==> config.mk <==
export PLATFORM = sky130hd
export DESIGN_NAME = io_hub_param_flat
export DESIGN_NICKNAME = d
export VERILOG_FILES = /design/src/rtl/io_hub_param_pkg.sv /design/src/rtl/io_hub_param_if.sv /design/src/rtl/io_hub_param_btn_debounce.sv /design/src/rtl/io_hub_param.sv /design/src/flat_wrapper.sv
export SDC_FILE = /design/constraint.sdc
export NUM_CORES = 1
export LEC_CHECK = 0
export ABC_AREA = 1
export CELL_PAD_IN_SITES_DETAIL_PLACEMENT = 1
export CELL_PAD_IN_SITES_GLOBAL_PLACEMENT = 1
export CORE_MARGIN = 2
export CORE_UTILIZATION = 40
export DETAILED_ROUTE_END_ITERATION = 10
export PLACE_DENSITY = 0.72
export SLEW_MARGIN = 10
export SYNTH_ARGS = -nofsm -noshare
export SYNTH_HDL_FRONTEND = slang
export SYNTH_SLANG_ARGS = --single-unit
==> constraint.sdc <==
create_clock -name clk -period 2.4 [get_ports clk]
set_input_delay 0.48 -clock clk [delete_from_list [all_inputs] [get_ports clk]]
set_output_delay 0.48 -clock clk [all_outputs]
set_load 0.01 [all_outputs]
==> src/rtl/io_hub_param_pkg.sv <==
// Shared register map and seven-segment encoding for the memory-mapped IO hub.
package io_hub_param_pkg;

  typedef enum logic [2:0] {
    REG_LED       = 3'd0,
    REG_SW        = 3'd1,
    REG_BTN_STATE = 3'd2,
    REG_BTN_EVENT = 3'd3,
    REG_IRQ_EN    = 3'd4,
    REG_SEG_DATA  = 3'd5,
    REG_SEG_MASK  = 3'd6,
    REG_RSVD      = 3'd7
  } reg_sel_e;

  localparam logic [7:0] SEG_BLANK = 8'hFF;

  // Returns active-low {dp, g, f, e, d, c, b, a} with the decimal point dark.
  function automatic logic [7:0] hex_to_seg(input logic [3:0] v);
    logic [6:0] lit;
    case (v)
      4'h0: lit = 7'h3F;
      4'h1: lit = 7'h06;
      4'h2: lit = 7'h5B;
      4'h3: lit = 7'h4F;
      4'h4: lit = 7'h66;
      4'h5: lit = 7'h6D;
      4'h6: lit = 7'h7D;
      4'h7: lit = 7'h07;
      4'h8: lit = 7'h7F;
      4'h9: lit = 7'h6F;
      4'hA: lit = 7'h77;
      4'hB: lit = 7'h7C;
      4'hC: lit = 7'h39;
      4'hD: lit = 7'h5E;
      4'hE: lit = 7'h79;
      default: lit = 7'h71;
    endcase
    return {1'b1, ~lit};
  endfunction

  // Counter width able to hold 0..n-1, never narrower than one bit.
  function automatic int unsigned cnt_width(input int unsigned n);
    return (n > 1) ? $clog2(n) : 1;
  endfunction

endpackage

==> src/rtl/io_hub_param_if.sv <==
// Simple single-cycle register bus: combinational read data, write on the clock edge.
interface io_hub_param_if;
  logic        ce;
  logic        we;
  logic [31:0] addr;
  logic [31:0] wdata;
  logic [31:0] rdata;

  modport master (output ce, we, addr, wdata, input rdata);
  modport slave  (input ce, we, addr, wdata, output rdata);
endinterface

==> src/rtl/io_hub_param_btn_debounce.sv <==
// One button channel: 2-flop synchroniser, stability counter, debounced state and rise pulse.
module btn_debounce
  import io_hub_param_pkg::*;
#(
  parameter int unsigned DB_CYCLES = 1000000
) (
  input  logic clk,
  input  logic rst,
  input  logic din,
  output logic state,
  output logic rise
);

  localparam int unsigned CW = cnt_width(DB_CYCLES);

  logic [1:0]    sync_q, sync_d;
  logic [CW-1:0] cnt_q, cnt_d;
  logic          state_q, state_d;
  logic          flip;

  always_comb begin
    sync_d  = {sync_q[0], din};
    cnt_d   = cnt_q;
    state_d = state_q;
    flip    = 1'b0;
    if (sync_q[1] == state_q) begin
      cnt_d = '0;
    end else if (cnt_q == CW'(DB_CYCLES - 1)) begin
      // Last of DB_CYCLES consecutive differing clocks: accept the new level.
      flip    = 1'b1;
      cnt_d   = '0;
      state_d = ~state_q;
    end else begin
      cnt_d = cnt_q + 1'b1;
    end
  end

  always_ff @(posedge clk or negedge rst) begin
    if (!rst) begin
      sync_q  <= '0;
      cnt_q   <= '0;
      state_q <= 1'b0;
    end else begin
      sync_q  <= sync_d;
      cnt_q   <= cnt_d;
      state_q <= state_d;
    end
  end

  assign state = state_q;
  assign rise  = flip & ~state_q;

endmodule

==> src/rtl/io_hub_param.sv <==
// Memory-mapped IO hub: LEDs, synchronised switches, debounced buttons with sticky
// events and interrupt, and a multiplexed seven-segment display scanner.
module io_hub_param
  import io_hub_param_pkg::*;
#(
  parameter int unsigned NUM_LED   = 16,
  parameter int unsigned NUM_SW    = 16,
  parameter int unsigned NUM_BTN   = 16,
  parameter int unsigned DIGITS    = 8,
  parameter int unsigned DB_CYCLES = 1000000,
  parameter int unsigned SCAN_DIV  = 50000
) (
  input  logic                clk,
  input  logic                rst,
  io_hub_param_if.slave       bus,
  output logic [NUM_LED-1:0]  led,
  input  logic [NUM_SW-1:0]   sw,
  input  logic [NUM_BTN-1:0]  btn,
  output logic [7:0]          seg_cat,
  output logic [DIGITS-1:0]   seg_an,
  output logic                irq
);

  localparam int unsigned DIV_W = cnt_width(SCAN_DIV);
  localparam int unsigned DIG_W = cnt_width(DIGITS);
  localparam int unsigned SEG_W = 4 * DIGITS;

  logic [NUM_LED-1:0] led_q, led_d;
  logic [NUM_BTN-1:0] irq_en_q, irq_en_d;
  logic [NUM_BTN-1:0] btn_event_q, btn_event_d;
  logic [SEG_W-1:0]   seg_data_q, seg_data_d;
  logic [DIGITS-1:0]  seg_mask_q, seg_mask_d;
  logic [NUM_SW-1:0]  sw_meta_q, sw_meta_d;
  logic [NUM_SW-1:0]  sw_sync_q, sw_sync_d;
  logic [DIV_W-1:0]   div_q, div_d;
  logic [DIG_W-1:0]   digit_q, digit_d;

  logic [NUM_BTN-1:0] btn_state;
  logic [NUM_BTN-1:0] btn_rise;
  logic               wr_en;
  logic               rd_en;
  reg_sel_e           sel;
  logic               unused_bus_bits;

  assign wr_en = bus.ce & bus.we;
  assign rd_en = bus.ce & ~bus.we;
  assign sel   = reg_sel_e'(bus.addr[4:2]);
  assign unused_bus_bits = ^{bus.addr[31:5], bus.addr[1:0], bus.wdata};

  for (genvar i = 0; i < NUM_BTN; i++) begin : g_db
    btn_debounce #(.DB_CYCLES(DB_CYCLES)) u_db (
      .clk   (clk),
      .rst   (rst),
      .din   (btn[i]),
      .state (btn_state[i]),
      .rise  (btn_rise[i])
    );
  end

  always_comb begin
    led_d       = led_q;
    irq_en_d    = irq_en_q;
    btn_event_d = btn_event_q;
    seg_data_d  = seg_data_q;
    seg_mask_d  = seg_mask_q;
    sw_meta_d   = sw;
    sw_sync_d   = sw_meta_q;
    if (wr_en) begin
      case (sel)
        REG_LED:       led_d       = bus.wdata[NUM_LED-1:0];
        REG_BTN_EVENT: btn_event_d = btn_event_q & ~bus.wdata[NUM_BTN-1:0];
        REG_IRQ_EN:    irq_en_d    = bus.wdata[NUM_BTN-1:0];
        REG_SEG_DATA:  seg_data_d  = bus.wdata[SEG_W-1:0];
        REG_SEG_MASK:  seg_mask_d  = bus.wdata[DIGITS-1:0];
        default: ;
      endcase
    end
    // Applied after the clear so a same-cycle rise keeps its event bit.
    btn_event_d = btn_event_d | btn_rise;
  end

  always_comb begin
    bus.rdata = '0;
    if (rd_en) begin
      case (sel)
        REG_LED:       bus.rdata = 32'(led_q);
        REG_SW:        bus.rdata = 32'(sw_sync_q);
        REG_BTN_STATE: bus.rdata = 32'(btn_state);
        REG_BTN_EVENT: bus.rdata = 32'(btn_event_q);
        REG_IRQ_EN:    bus.rdata = 32'(irq_en_q);
        REG_SEG_DATA:  bus.rdata = 32'(seg_data_q);
        REG_SEG_MASK:  bus.rdata = 32'(seg_mask_q);
        default:       bus.rdata = '0;
      endcase
    end
  end

  always_comb begin
    div_d   = div_q + 1'b1;
    digit_d = digit_q;
    if (div_q == DIV_W'(SCAN_DIV - 1)) begin
      div_d   = '0;
      digit_d = (digit_q == DIG_W'(DIGITS - 1)) ? '0 : digit_q + 1'b1;
    end
  end

  always_comb begin
    seg_an  = '1;
    seg_cat = SEG_BLANK;
    if (seg_mask_q[digit_q]) begin
      seg_an[digit_q] = 1'b0;
      seg_cat         = hex_to_seg(seg_data_q[{digit_q, 2'b00} +: 4]);
    end
  end

  always_ff @(posedge clk or negedge rst) begin
    if (!rst) begin
      led_q       <= '0;
      irq_en_q    <= '0;
      btn_event_q <= '0;
      seg_data_q  <= '0;
      seg_mask_q  <= '0;
      sw_meta_q   <= '0;
      sw_sync_q   <= '0;
      div_q       <= '0;
      digit_q     <= '0;
    end else begin
      led_q       <= led_d;
      irq_en_q    <= irq_en_d;
      btn_event_q <= btn_event_d;
      seg_data_q  <= seg_data_d;
      seg_mask_q  <= seg_mask_d;
      sw_meta_q   <= sw_meta_d;
      sw_sync_q   <= sw_sync_d;
      div_q       <= div_d;
      digit_q     <= digit_d;
    end
  end

  assign led = led_q;
  assign irq = |(btn_event_q & irq_en_q);

endmodule

==> src/flat_wrapper.sv <==
// flat-port wrapper written by rule: the top's interface ports become plain ports
module io_hub_param_flat import io_hub_param_pkg::*;
#(
  parameter int unsigned NUM_LED   = 16,
  parameter int unsigned NUM_SW    = 16,
  parameter int unsigned NUM_BTN   = 16,
  parameter int unsigned DIGITS    = 8,
  parameter int unsigned DB_CYCLES = 1000000,
  parameter int unsigned SCAN_DIV  = 50000
)
  (clk, rst, led, sw, btn, seg_cat, seg_an, irq, bus_ce, bus_we, bus_addr, bus_wdata, bus_rdata);
  io_hub_param_if bus_i ();
  input  logic clk;
  input  logic rst;
  output logic [NUM_LED-1:0] led;
  input  logic [NUM_SW-1:0] sw;
  input  logic [NUM_BTN-1:0] btn;
  output logic [7:0] seg_cat;
  output logic [DIGITS-1:0] seg_an;
  output logic irq;
  input wire logic [$bits(bus_i.ce)-1:0] bus_ce;
  input wire logic [$bits(bus_i.we)-1:0] bus_we;
  input wire logic [$bits(bus_i.addr)-1:0] bus_addr;
  input wire logic [$bits(bus_i.wdata)-1:0] bus_wdata;
  output wire logic [$bits(bus_i.rdata)-1:0] bus_rdata;
  assign bus_i.ce = bus_ce;
  assign bus_i.we = bus_we;
  assign bus_i.addr = bus_addr;
  assign bus_i.wdata = bus_wdata;
  assign bus_rdata = bus_i.rdata;
  io_hub_param #(.NUM_LED(NUM_LED), .NUM_SW(NUM_SW), .NUM_BTN(NUM_BTN), .DIGITS(DIGITS), .DB_CYCLES(DB_CYCLES), .SCAN_DIV(SCAN_DIV)) u_core (.clk(clk), .rst(rst), .bus(bus_i), .led(led), .sw(sw), .btn(btn), .seg_cat(seg_cat), .seg_an(seg_an), .irq(irq));
endmodule
Word-level counts from Yosys, hierarchy flattened
Memories as Yosys holds them, arrays and structs flattened.
Cells that the tools add are included.

cells by class
  add/subtract/negate cells = 18
  $lt $le $gt $ge = 2
  eq/ne operators = 40
  shift-type cells = 1
  multiplexer cells = 77
  bitwise logic cells = 57
  reduce and logical (&&, ||, !) cells = 23

operator list
  operator                                             count
  2-to-1 mux 20 bit                                    32
  adder 20 x 1 -> 20 bit, second input constant        16
  equality test 20 bit, second input constant          16
  case mux 32 bit (7 select lines)                     1
  2-to-1 mux 16 bit                                    3
  AND reduction 2 bit                                  20
  2-to-1 mux 1 bit                                     34
  inverter 1 bit                                       33
  AND 16 bit                                           2
  2-to-1 mux 32 bit                                    1
  variable part select 32 x 6 -> 4 bit                 1
  AND 1 bit                                            18
  adder 16 x 1 -> 16 bit, second input constant        1
  equality test 1 bit                                  16
  equality test 16 bit, second input constant          1
  inverter 16 bit                                      1
  OR 16 bit                                            1
  OR reduction 16 bit                                  1
  2-to-1 mux 7 bit                                     2
  equality test 3 bit, second input constant           4
  2-to-1 mux 8 bit                                     1
  inverter 8 bit                                       1
  inverter 7 bit                                       1
  equality test 3 x 2 -> 1 bit, second input constant  2
  9 further kinds                                      9

storage, ports and cells
  register bits after elaboration = 507
  ROM bits = 112
  output and inout port bits = 65
  memories kept = 1

memories
  memory           depth  bits a word  read ports  clocked after memory_dff  wr ports  line                    RTL
  (no name shown)  16     7            1           0                         0         io_hub_param_pkg.sv:20  case (v)

Logic depth before layout (Yosys ltp)
  depth in word-level cells = 6
  depth in mapped cells = 15
  mapped depth without buffers = 14

Cells and area by module
A second synthesis with hierarchy kept.

unflattened totals
  cell total of the unflattened synthesis = 3,543
  area total of the unflattened synthesis = 28,818.9 µm²

modules (own cells, without submodules)
  module        times used  cells each  area an instance (µm²)  sequential area each (µm²)
  btn_debounce  16          166         1,370.1                 575.6
  io_hub_param  1           887         6,897.9                 3,478.3

Worst setup path after synthesis
Ideal clock, no wire load.

  path type = register -> output
  start point = register u_core.digit_q[0]
  end point = output seg_cat[3]
  data arrival time = 1.832 ns
  data required time = 1.920 ns
  slack = 0.088 ns
  stages on the path, launching flop included = 15
  buffers on the path = 2
  cell sequence = dfrtp_1 > buf_4 > buf_4 > o21ai_0 > nand2_1 > nand2_1 > nand2_1 > nand2_1 > inv_1 > ha_1 > inv_1 > o21ai_0 > nand2_1 > nand2_1 > nand3_1

on the way
  longest elaborated chain between the ends = 5
  elaborated cells between the ends (all ways) = 7
  those cells by class = shift: 1; mux: 4; bitwise: 1; memory: 1

ends and longest elaborated chain
  what                                  line                    RTL
  from (decl)                           io_hub_param.sv:36      logic [DIG_W-1:0] digit_q, digit_d;
  from (signal assigned)                io_hub_param.sv:136     digit_q <= digit_d;
  variable part select 32 x 6 -> 4 bit  io_hub_param.sv:112     seg_cat = hex_to_seg(seg_data_q[{digit_q, 2'b00} +: 4]);
  memory read (16 x 7 bit)              -
  2-to-1 mux 7 bit                      io_hub_param.sv:110     if (seg_mask_q[digit_q]) begin
  inverter 7 bit                        io_hub_param_pkg.sv:38  return {1'b1, ~lit};
  2-to-1 mux 7 bit *                    io_hub_param.sv:110
  to (decl)                             flat_wrapper.sv:18      output logic [7:0] seg_cat;

Every way passes the cells marked *; elsewhere a longest branch is shown, timed or not. The select of a mux whose other input is x is not followed.

Worst setup path in the final report
  start point = register u_core.digit_q[0]
  end point = output seg_cat[5]

The elaborated chain is that of the path after synthesis.

==> flow_metrics.tcl <==
set metrics [dict create \
    status "finished with violations" \
    violations "negative setup slack" \
    slowest_delay_ns 0.46 \
    cpMostUsedCell "nand2_1" \
    synth-seq-cells 507 \
    end_kind "output port" \
    first_global_vias 24502 \
    place_ws_ns -0.7024 \
    die_w_um 254.9 \
    die_y_um 254.9 \
    max_cap_violations 0 \
    syn_to_final_growth_pct 24.57 \
    final.setup.worst_slack_ns -0.5509 \
    dieArea_um2 64970 \
    final_nets 3677 \
    slew_headroom 0.5447 \
    power_density_nw_per_um2 699.0 \
    ioPinCount 165 \
    r2r-end "u_core.g_db[8].u_db.cnt_q[14]" \
    yosysTopAreaCellShare 0.5039 \
    path_cells "buf_6 -> o21ai_1 -> nand2_1 -> nand2_2 -> nand2_2 -> nand2_4 -> buf_6 -> ha_4 -> nand2_4 -> o21ai_2 -> nand2_1 -> nand2_1 -> buf_2" \
    initial_core_util 0.4065 \
    period_share 1.230 \
    core_um2 61940 \
    clkLatencyLatePin_ns 0.63 \
    postSynth.asyncResetShare 1.000 \
    antenna_found_initial 10 \
    hp-class "input port to flip-flop" \
    drt-vias-per-instance 5.129 \
    clk_path_buf_depth 3 \
    hpwl_um 58140 \
    min_from "sw[1]" \
    ant_nets 0 \
    synth_common_cells "nand2_1, nor2_1, dfrtp_1" \
    clockRootBuffer "clkbuf_16" \
    totalPowerFinal_mw 21.92 \
    remaining_drc_errors 0 \
    whs_path_depth 1 \
    drtIter0Drc 1109 \
    synthesis.yosys.warnings 0 \
    synth_enable_flop_cells 0 \
    vias 22785 \
    ys_seq_area_frac 0.5039 \
    cts_tree "built" \
    slew_violations 0 \
    yosysMostFrequentCell "nand2_1" \
    rr_worst_depth 8 \
    clk_pin_slew_ns 0.06 \
    first_pass_iters 5 \
    place_congestion 0.8890 \
    ir_worst_vdd_v 0.0005615 \
    port_buffers 134 \
    overflow 0 \
    synth_fp_nets 3353 \
    rows 91 \
    grt_pass1_wl_um 127100 \
    cts_made_buffers 58 \
    syn_inst 3228 \
    arrival_ns 2.47 \
    rrSetupSlack_ns 0.27 \
    hold_slack_ns 0.2882 \
    drive_gt1_frac 0.1208 \
    fmaxAchievable_ghz 0.3389 \
    start_kind "flip-flop" \
    crit_family "simple AND/OR/NAND/NOR gates" \
    grt_max_degree 84 \
    fin_crit_ns 2.951 \
    worstMarginPinSlew_ns 0.6777 \
    syn_area_per_cell_um2 7.800 \
    worst-path-buf-inv 3 \
    leakage_nw 14.28 \
    rsz0062_at_grt "true" \
    ys_types 41 \
    ctsHtreeMaxLevel 2 \
    crit_fanout 5 \
    grtUsageTotal 0.2435 \
    synth_ff_type "dfrtp_1" \
    skew_ns 0.01677 \
    required_ns 1.92 \
    hold_viol 0 \
    cts.sinks 507 \
    min_to "u_core.sw_meta_q[1]" \
    synth_area_leaders "dfrtp_1, nand2_1, nor2_1" \
    yosys.area.top_type "dfrtp_1" \
    synth_area_um2 25180 \
    timing.rr.start "u_core.g_db[8].u_db.cnt_q[0]" \
    totalWireLength_um 78580 \
    critical_path_class "flip-flop to output port" \
    cp_slowest_cell "dfrtp_2" \
    setup_viol 9 \
    wire_per_inst_um 17.69 \
]
-- per-layer routing --
layer,global-route usage,up-vias,wire length (um)
met2,0.4183,370,38440
met5,0,-,54
met3,0.03915,129,3567
li1,-,10944,-
met4,0.07870,8,2185
met1,0.3138,11334,34330
-- worst max path at each step --
stage | startpoint | endpoint | slack, ns | depth (start not counted)
after global placement | bus_addr[4] | bus_rdata[2] | -0.64 | 9
after detailed placement | bus_addr[4] | bus_rdata[12] | -0.70 | 9
final | u_core.digit_q[0] | seg_cat[5] | -0.55 | 13
after CTS | u_core.digit_q[0] | seg_cat[3] | -0.55 | 14
after floorplan | u_core.digit_q[0] | seg_cat[3] | 0.09 | 14
after global routing | u_core.digit_q[0] | seg_cat[3] | -0.66 | 16
-- cells in the final DEF, fill, tap and decap left out, types with 83 or more instances in the layout --
cell             count
nor3_1             161
dfrtp_1            505
nor2_1             527
buf_4              133
o21ai_0            144
nand3_1            178
nand2_1            665
inv_1              450
a21oi_1            123
clkdlybuf4s50_1     83
-- cells by family after synthesis --
kind of cell,after synthesis,share of synthesized area
simple gates,1758,0.3015
flops,507,0.5039
buf+inv,502,0.07677
compound gates,330,0.06863
xor+xnor,104,0.03618
fa+ha+maj,25,0.01242
other cells,1,0.0001489
mux,1,0.0004472
-- final cells by class --
| cell class | instances | area [um^2] |
|---|---|---|
| fill | 7547 | 30570 |
| sequential | 507 | 12690 |
| multi-input combinational | 2219 | 10940 |
| timing repair buffer | 298 | 2741 |
| inverter | 468 | 1783 |
| clock buffer | 75 | 1627 |
| tap | 837 | 1047 |
| clock inverter | 34 | 523.0 |
| antenna | 4 | 10.01 |
-- sequential cells by signal, indices dropped and copies added (netlist names) --
name / flops
u_core.btn_event_q: 16
u_core.digit_q: 3
u_core.div_q: 16
u_core.g_db.u_db.cnt_q: 320
u_core.g_db.u_db.state: 16
u_core.g_db.u_db.sync_q: 32
u_core.irq_en_q: 16
u_core.led: 16
u_core.seg_data_q: 32
u_core.seg_mask_q: 8
u_core.sw_meta_q: 16
u_core.sw_sync_q: 16
-- power breakdown --
group / total [mW] / leakage (nW) / internal [mW] / switching [mW]
sequential: 9.36 / 6.72 / 9.00 / 0.359
clock: 9.95 / 1.05 / 6.17 / 3.77
combinational: 2.62 / 6.51 / 1.09 / 1.53
-- timing repair --
item                       4_1_cts  5_1_grt
pin swaps                       45       38
hold endpoints to repair        33        0
setup endpoints to repair       48       28
cloned                           2        1
setup buffers                   21        5
gates resized for setup        229       78
hold buffers                     1        0
-- metrics by stage --
stage	util	cells	instance area, um^2	TNS (ns)
finish	0.5064	4442	31370	-3.918
global route	0.5063	4441	31360	-4.790
CTS	0.5027	4437	31130	-4.583
detailed placement	0.4620	4304	28620	-20.52
global placement	0.4620	4304	28620	-17.98
floorplan	-	3228	25180	0
Note: power is estimated with default switching activity, not from simulation.
